File: src/rtl/taxi_axis_fifo_pause_ctrl.sv
// ----------------------------------------------------------------------------
// taxi_axis_fifo_pause_ctrl
//
// Watermark/hysteresis pause sequencer for the m-side pause port of an
// AXI4-Stream FIFO. The FIFO output is held paused while data accumulates,
// and a burst is released once the depth reaches HI_WM or a hold timeout
// expires. A level software pause overrides any release, and a missing
// pause_ack edge (in either direction) raises a sticky error.
//
// Optional feature macro: TAXI_PAUSE_CTRL_STATS_EN
//   defined     -> pause_cnt / force_rel_cnt are live 32-bit wrapping counters
//   not defined -> both outputs tied to 32'd0, no counter registers
//
// Ports
//   clk             in   FIFO m_clk
//   rst_n           in   asynchronous active-low reset
//   enable          in   1 = watermark pausing active, 0 = sw_pause only
//   sw_pause        in   software pause request (level)
//   clr_err         in   one-cycle pulse, clears ack_timeout_err
//   status_depth    in   FIFO m_status_depth [DW-1:0]
//   pause_req       out  to FIFO m_pause_req (registered)
//   pause_ack       in   from FIFO m_pause_ack
//   paused          out  1 while in PAUSED (registered)
//   ack_timeout_err out  sticky pause_ack handshake timeout
//   pause_cnt       out  completed pause entries
//   force_rel_cnt   out  hold-timeout releases
// ----------------------------------------------------------------------------
module taxi_axis_fifo_pause_ctrl #(
  parameter int DEPTH       = 4096,
  parameter int HI_WM       = DEPTH * 3 / 4,
  parameter int LO_WM       = DEPTH / 4,
  parameter int MAX_HOLD    = 4096,
  parameter int ACK_TIMEOUT = 256,
  localparam int DW         = $clog2(DEPTH) + 1
) (
  input  logic          clk,
  input  logic          rst_n,
  input  logic          enable,
  input  logic          sw_pause,
  input  logic          clr_err,
  input  logic [DW-1:0] status_depth,
  output logic          pause_req,
  input  logic          pause_ack,
  output logic          paused,
  output logic          ack_timeout_err,
  output logic [31:0]   pause_cnt,
  output logic [31:0]   force_rel_cnt
);

  localparam logic [1:0] RUN       = 2'd0;
  localparam logic [1:0] PAUSING   = 2'd1;
  localparam logic [1:0] PAUSED    = 2'd2;
  localparam logic [1:0] RELEASING = 2'd3;

  localparam int HW = $clog2(MAX_HOLD + 1);
  localparam int AW = $clog2(ACK_TIMEOUT + 1);
  localparam logic [HW-1:0] HOLD_LAST = HW'(MAX_HOLD - 1);
  localparam logic [AW-1:0] ACK_LAST  = AW'(ACK_TIMEOUT - 1);

  logic [1:0]    state, state_nxt;
  logic [AW-1:0] ack_cnt, ack_cnt_nxt;
  logic [HW-1:0] hold_cnt, hold_cnt_nxt;
  logic          drain;
  logic          err_set;
  logic          pause_entry;
  logic          force_rel;

  logic depth_lo, depth_hi, depth_zero;
  assign depth_lo   = status_depth < DW'(LO_WM);
  assign depth_hi   = status_depth >= DW'(HI_WM);
  assign depth_zero = status_depth == '0;

  // NOTE: every signal written here gets a default first, so no path through
  // the case statement can leave a value unassigned and infer a latch.
  always_comb begin
    state_nxt    = state;
    ack_cnt_nxt  = ack_cnt;
    hold_cnt_nxt = hold_cnt;
    err_set      = 1'b0;
    pause_entry  = 1'b0;
    force_rel    = 1'b0;
    case (state)
      RUN: begin
        ack_cnt_nxt = '0;
        // drain only masks the watermark trigger; software pause always wins
        if (sw_pause || (enable && !drain && depth_lo)) state_nxt = PAUSING;
      end
      PAUSING: begin
        if (pause_ack) begin
          state_nxt   = PAUSED;
          ack_cnt_nxt = '0;
          pause_entry = 1'b1;
        end else if (ack_cnt == ACK_LAST) begin
          state_nxt   = RELEASING;
          ack_cnt_nxt = '0;
          err_set     = 1'b1;
        end else begin
          ack_cnt_nxt = ack_cnt + 1'b1;
        end
      end
      PAUSED: begin
        ack_cnt_nxt = '0;
        // an empty FIFO does not age the hold; saturate at the release point
        if (!depth_zero && hold_cnt != HOLD_LAST) hold_cnt_nxt = hold_cnt + 1'b1;
        if (!sw_pause) begin
          if (depth_hi) begin
            state_nxt    = RELEASING;
            hold_cnt_nxt = '0;
          end else if (hold_cnt == HOLD_LAST) begin
            state_nxt    = RELEASING;
            hold_cnt_nxt = '0;
            force_rel    = 1'b1;
          end else if (!enable) begin
            state_nxt    = RELEASING;
            hold_cnt_nxt = '0;
          end
        end
      end
      RELEASING: begin
        if (!pause_ack) begin
          state_nxt   = RUN;
          ack_cnt_nxt = '0;
        end else if (ack_cnt == ACK_LAST) begin
          state_nxt   = RUN;
          ack_cnt_nxt = '0;
          err_set     = 1'b1;
        end else begin
          ack_cnt_nxt = ack_cnt + 1'b1;
        end
      end
      default: state_nxt = RUN;
    endcase
  end

  // NOTE: sequential state uses non-blocking assignments so every register
  // samples the pre-edge values regardless of statement order.
  always_ff @(posedge clk or negedge rst_n) begin
    if (!rst_n) begin
      state           <= RUN;
      ack_cnt         <= '0;
      hold_cnt        <= '0;
      drain           <= 1'b0;
      pause_req       <= 1'b0;
      paused          <= 1'b0;
      ack_timeout_err <= 1'b0;
    end else begin
      state     <= state_nxt;
      ack_cnt   <= ack_cnt_nxt;
      hold_cnt  <= hold_cnt_nxt;
      // outputs decoded from the next state so they change one cycle after
      // the decision, with no combinational path to the FIFO
      pause_req <= (state_nxt == PAUSING) || (state_nxt == PAUSED);
      paused    <= (state_nxt == PAUSED);
      // a fresh timeout beats a coincident clear
      if (err_set)      ack_timeout_err <= 1'b1;
      else if (clr_err) ack_timeout_err <= 1'b0;
      // an empty FIFO ends the drain phase; nothing left to protect
      if (depth_zero)     drain <= 1'b0;
      else if (force_rel) drain <= 1'b1;
    end
  end

`ifdef TAXI_PAUSE_CTRL_STATS_EN
  logic [31:0] pause_cnt_q;
  logic [31:0] force_rel_cnt_q;

  always_ff @(posedge clk or negedge rst_n) begin
    if (!rst_n) begin
      pause_cnt_q     <= '0;
      force_rel_cnt_q <= '0;
    end else begin
      if (pause_entry) pause_cnt_q     <= pause_cnt_q + 32'd1;
      if (force_rel)   force_rel_cnt_q <= force_rel_cnt_q + 32'd1;
    end
  end

  assign pause_cnt     = pause_cnt_q;
  assign force_rel_cnt = force_rel_cnt_q;
`else
  logic stats_unused;
  assign stats_unused  = pause_entry ^ force_rel;
  assign pause_cnt     = 32'd0;
  assign force_rel_cnt = 32'd0;
`endif

endmodule
File: config.mk
export PLATFORM = sky130hd
export DESIGN_NAME = taxi_axis_fifo_pause_ctrl
export DESIGN_NICKNAME = d
export VERILOG_FILES = /design/src/rtl/taxi_axis_fifo_pause_ctrl.sv
export SDC_FILE = /design/constraint.sdc
export NUM_CORES = 1
export LEC_CHECK = 0
export ABC_AREA = 0
export BUFFER_PORTS_ARGS = -buffer_cell sky130_fd_sc_hd__buf_2
export CAP_MARGIN = 10
export CORE_ASPECT_RATIO = 0.6
export CORE_UTILIZATION = 30
export CTS_CLUSTER_DIAMETER = 120
export DETAILED_ROUTE_END_ITERATION = 6
export SYNTH_ARGS = -nofsm -noshare
export SYNTH_HDL_FRONTEND = slang
export SYNTH_SLANG_ARGS = --single-unit
File: constraint.sdc
create_clock -name clk -period 2.45 [get_ports clk]
set_input_delay 0.6125 -clock clk [delete_from_list [all_inputs] [get_ports clk]]
set_output_delay 0.6125 -clock clk [all_outputs]
set_load 0.01 [all_outputs]
Word-level counts from Yosys, hierarchy flattened
Cells that the tools add are included.
- flip-flop bits (word level): 28
- bits of input ports: 19
- output and inout port bits: 67
- logic and storage cells: 62
- add/subtract/negate cells: 2
- $lt $le $gt $ge: 2
- equality and inequality tests: 8
- multiplexer cells: 31
- reductions and logical operators: 12
- operator list (operator ; count):
    $mux 13 ; 5
    $mux 9 ; 3
    $pmux 9 s3 ; 1
    $mux 2 ; 9
    $add 13x1->13 const B ; 1
    $eq 13x12->1 const B ; 1
    $ge 13x12->1 const B ; 1
    $logic_not 13->1 ; 1
    $lt 13x11->1 const B ; 1
    $ne 13x12->1 const B ; 1
    $mux 1 ; 11
    $add 9x1->9 const B ; 1
    $eq 9x8->1 const B ; 1
    $pmux 2 s4 ; 1
    $eq 2x2->1 const B ; 3
    $eq 2x1->1 const B ; 2
    $reduce_bool 2->1 ; 2
    $logic_and 1x1->1 ; 3
    $logic_not 1->1 ; 2
    $logic_not 2->1 ; 1
    $logic_or 1x1->1 ; 2
    $pmux 1 s2 ; 1
    $reduce_or 2->1 ; 1

Longest topological paths before layout
- depth in word-level cells: 8
- depth in mapped cells: 8
- mapped depth without buffers: 8

Worst setup path after synthesis
OpenSTA, ideal clock, no wires.
- kind: register -> register
- start point: reg hold_cnt[0]
- end point: reg pause_req
- setup time: 113 ps
- arrival time: 2099 ps
- data required time: 2337 ps
- path slack: 239 ps
- cell stages (with the launch flop): 9
- cells stage by stage: dfrtp_1 ha_1 nand4_1 or4_4 a311oi_4 o32ai_1 and2_1 ha_1 inv_1
- word-level cells in the longest chain between the ends: 7
- elaborated cells on any way between the ends: 8
- ends and longest elaborated chain (what ; RTL line ; RTL):
    from (decl) ; 62 ; logic [HW-1:0] hold_cnt, hold_cnt_nxt;
    from (signal assigned) ; 149 ; hold_cnt <= hold_cnt_nxt;
    $eq 13x12->1 (*) ; 109 ; end else if (hold_cnt == HOLD_LAST) begin
    $mux 2 (*) ; 109 ;
    $mux 2 (*) ; 106 ; if (depth_hi) begin
    $mux 2 (*) ; 105 ; if (!sw_pause) begin
    $pmux 2 s4 (*) ; 82 ; case (state)
    $eq 2x1->1 / $eq 2x2->1 (equally long branches) ; 152 ; pause_req <= (state_nxt == PAUSING) || (state_nxt == PAUSED);
    $logic_or 1x1->1 (*) ; 152 ;
    to (signal assigned) ; 152 ;
    to (decl) ; 42 ; output logic pause_req,
Every way passes the cells marked *; elsewhere a longest branch is shown, timed or not.
A chain may end at the register's enable or synchronous reset.

Final worst setup path
Ends and elaborated chain as after synthesis.

==> flow_summary.json <==
{
  "arrival_ns": 2.44,
  "io_pins": 86,
  "status": "finished clean",
  "syn_area_per_cell_um2": 9.059,
  "final_cell_mix": "64 x conb_1, 28 x dfrtp_1, 22 x nor2_1",
  "path_max_fanout": 4,
  "clk_latency_ns": 0.28,
  "path_class": "reg -> reg",
  "final_nets": 260,
  "grt_max_degree": 29,
  "syn_inst": 212,
  "track_usage": 0.09229,
  "ant_nets": 0,
  "critPathLaunchType": "register",
  "max_stage_delay_ns": 0.48,
  "power.leakage_uw": 0.0009489,
  "timing.fmax_mhz": 443.9,
  "die_w_um": 105.3,
  "worst_pin_slew_ns": 0.6378,
  "setup_viol": 0,
  "htreeDepth": 1,
  "drv_slew": 0,
  "antenna_cells": 0,
  "synthDistinctLibCells": 33,
  "rsz0062_at_grt": "false",
  "rows": 22,
  "required_ns": 2.63,
  "drt_wl_total_um": 3078,
  "fillCellCount": 654,
  "crit_slowest_cell": "or4_4",
  "antenna_found_initial": 0,
  "path_clk_slew_ns": 0.09,
  "hold_viol": 0,
  "setup-tns-final_ns": 0,
  "hold_ws_ns": 0.3472,
  "ys_seq_area_frac": 0.3648,
  "setup.reg_to_reg.worst_slack_ns": 0.20,
  "cts-root-buf": "clkbuf_8",
  "layout_min_cycle_time_ns": 2.253,
  "skew_ns": 0.003938,
  "cts.path.max_buffers": 2,
  "gr-total-overflow": 0,
  "syn2layout_area_growth_pct": 2.932,
  "hold_class": "in -> async",
  "dp_hpwl_um": 2364,
  "powerDensity_nw_per_um2": 711.5,
  "crit_path_cell_trace": "ha_1, nand4_1, or4_4, a311oi_4, o32ai_1, and2_1, ha_1, inv_1",
  "initial_core_util": 0.3129,
  "gr-usage-met2": 0.1382,
  "cts_tree": "yes",
  "viasPerCell": 3.922,
  "numClockSinks": 28,
  "numCtsBuffers": 3,
  "gp_congestion": 0.7288,
  "area.sequential_um2": 700.7,
  "slew_headroom": 0.5748,
  "drc": 0,
  "port_buffers": 21,
  "die_h_um": 63.98,
  "end_kind": "register",
  "maxCapViolCount": 0,
  "grt_first_pass_wirelength_um": 5037,
  "finalCritPeriodShare": 0.9195,
  "critPathBufInv": 1,
  "vias": 1259,
  "routedWlPerCell_um": 9.589,
  "drive_gt1_frac": 0.1519,
  "grt_pass1_vias": 1041,
  "core_area_um2": 6138,
  "yosys_warnings": 0,
  "use_met3": 0.01633,
  "die-area_um2": 6736,
  "syn_area_um2": 1921,
  "detail_route.iter0.violations": 55,
  "grt-busiest-layer": "met1",
  "vdd_drop_max_mv": 0.3000,
  "firstDrtPassIters": 6,
  "use_met1": 0.1388,
  "final_common_cell": "conb_1",
  "cp_top_family": "simple AND/OR/NAND/NOR gates",
  "multi_input_area_um2": 938.4,
  "cp_common_cell": "ha_1",
  "synth_seq_cells": 28
}
==> stage by stage <==
step	setup slack (ns)	cell area, µm²	power (µW)	utilization	std cells
2_1_floorplan	0.2386	2157	995.5	-	275
3_3_place_gp	0.1671	1898	1042	0.3092	316
3_5_place_dp	0.09140	1898	1048	0.3092	316
4_1_cts	0.06819	1969	1418	0.3208	320
5_1_grt	0.04399	1977	1507	0.3221	321
6_report	0.1972	1977	1407	0.3221	321
==> layer usage <==
layer  routed length (µm)  part of all wire  up-vias
li1                     -                 -      632
met1                 1686              0.55      583
met2                 1237              0.40       42
met3                  144             0.047        2
met4                   10            0.0032        0
met5                    0                 0        -
==> synthesized netlist by cell type <==
cell / count / area (µm²)
nor2_1: 22 / 82.58
ha_1: 3 / 37.54
nand2_1: 10 / 37.54
a21o_1: 2 / 15.01
nor3_2: 1 / 10.01
and4_1: 3 / 26.28
nand4_1: 4 / 25.02
clkbuf_1: 3 / 11.26
nand3_1: 9 / 45.04
buf_4: 65 / 488.0
or2_2: 2 / 12.51
nor2b_1: 2 / 12.51
and2_1: 3 / 18.77
and3b_1: 2 / 17.52
o21ai_1: 1 / 5.000
a31oi_1: 2 / 12.51
xor2_1: 3 / 26.28
nor3_1: 3 / 15.01
dfrtp_1: 28 / 700.7
nor3b_1: 2 / 15.01
or3_1: 1 / 6.260
a311oi_4: 1 / 26.28
nor4_1: 7 / 43.79
o41ai_2: 1 / 16.27
conb_1: 1 / 3.750
or4_4: 1 / 11.26
a21oi_1: 6 / 30.03
o32ai_1: 1 / 8.760
nand2b_1: 1 / 6.260
o21ai_0: 3 / 15.01
xnor2_1: 13 / 113.9
inv_1: 5 / 18.77
and3_1: 1 / 6.260
==> cell families (layout without fill, tap and decap cells) <==
family	Yosys count	count (layout)	synth area share
flops	28	28	0.3648
compound gates	17	17	0.06710
other cells	1	64	0.001953
fa+ha+maj	3	3	0.01955
simple gates	74	74	0.2039
xor+xnor	16	16	0.07297
buf+inv	73	35	0.2697
==> repair_timing <==
item | in CTS | in global routing
hold buffers | 0 | 0
setup endpoints to repair | 0 | 1
resized for setup | 0 | 0
setup buffers | 0 | 1
==> final cells by class <==
cell class / count / share of cell area
Clock buffer: 3 / 0.02089
Inverter: 5 / 0.009494
Tap cell: 84 / 0.05316
Multi-Input combinational cell: 174 / 0.4747
Timing Repair Buffer: 26 / 0.07215
Sequential cell: 28 / 0.3544
Clock inverter: 1 / 0.01519
==> power breakdown <==
group	total (µW)	switching (µW)	internal, µW
Clock	362	144	219
Sequential	632	90.5	541
Combinational	412	246	166
Total	1410	480	926
==> registers in the layout, indices dropped and copies added (netlist names) <==
signal,cells
ack_cnt,9
pause_req,1
state,2
drain,1
paused,1
hold_cnt,13
ack_timeout_err,1
==> worst paths after layout <==
| kind | from | endpoint | cells past startpoint |
|---|---|---|---|
| min in group clk | ack_cnt[0] | ack_cnt[0] | 1 |
| max in group asynchronous | rst_n | ack_cnt[8] | 1 |
| worst min register to register | ack_cnt[0] | ack_cnt[0] | 1 |
| worst max register to register | hold_cnt[0] | pause_req | 8 |
| worst min-delay path | rst_n | state[1] | 1 |
| worst max-delay path | hold_cnt[0] | pause_req | 8 |
(Power assumes the default switching activity.)
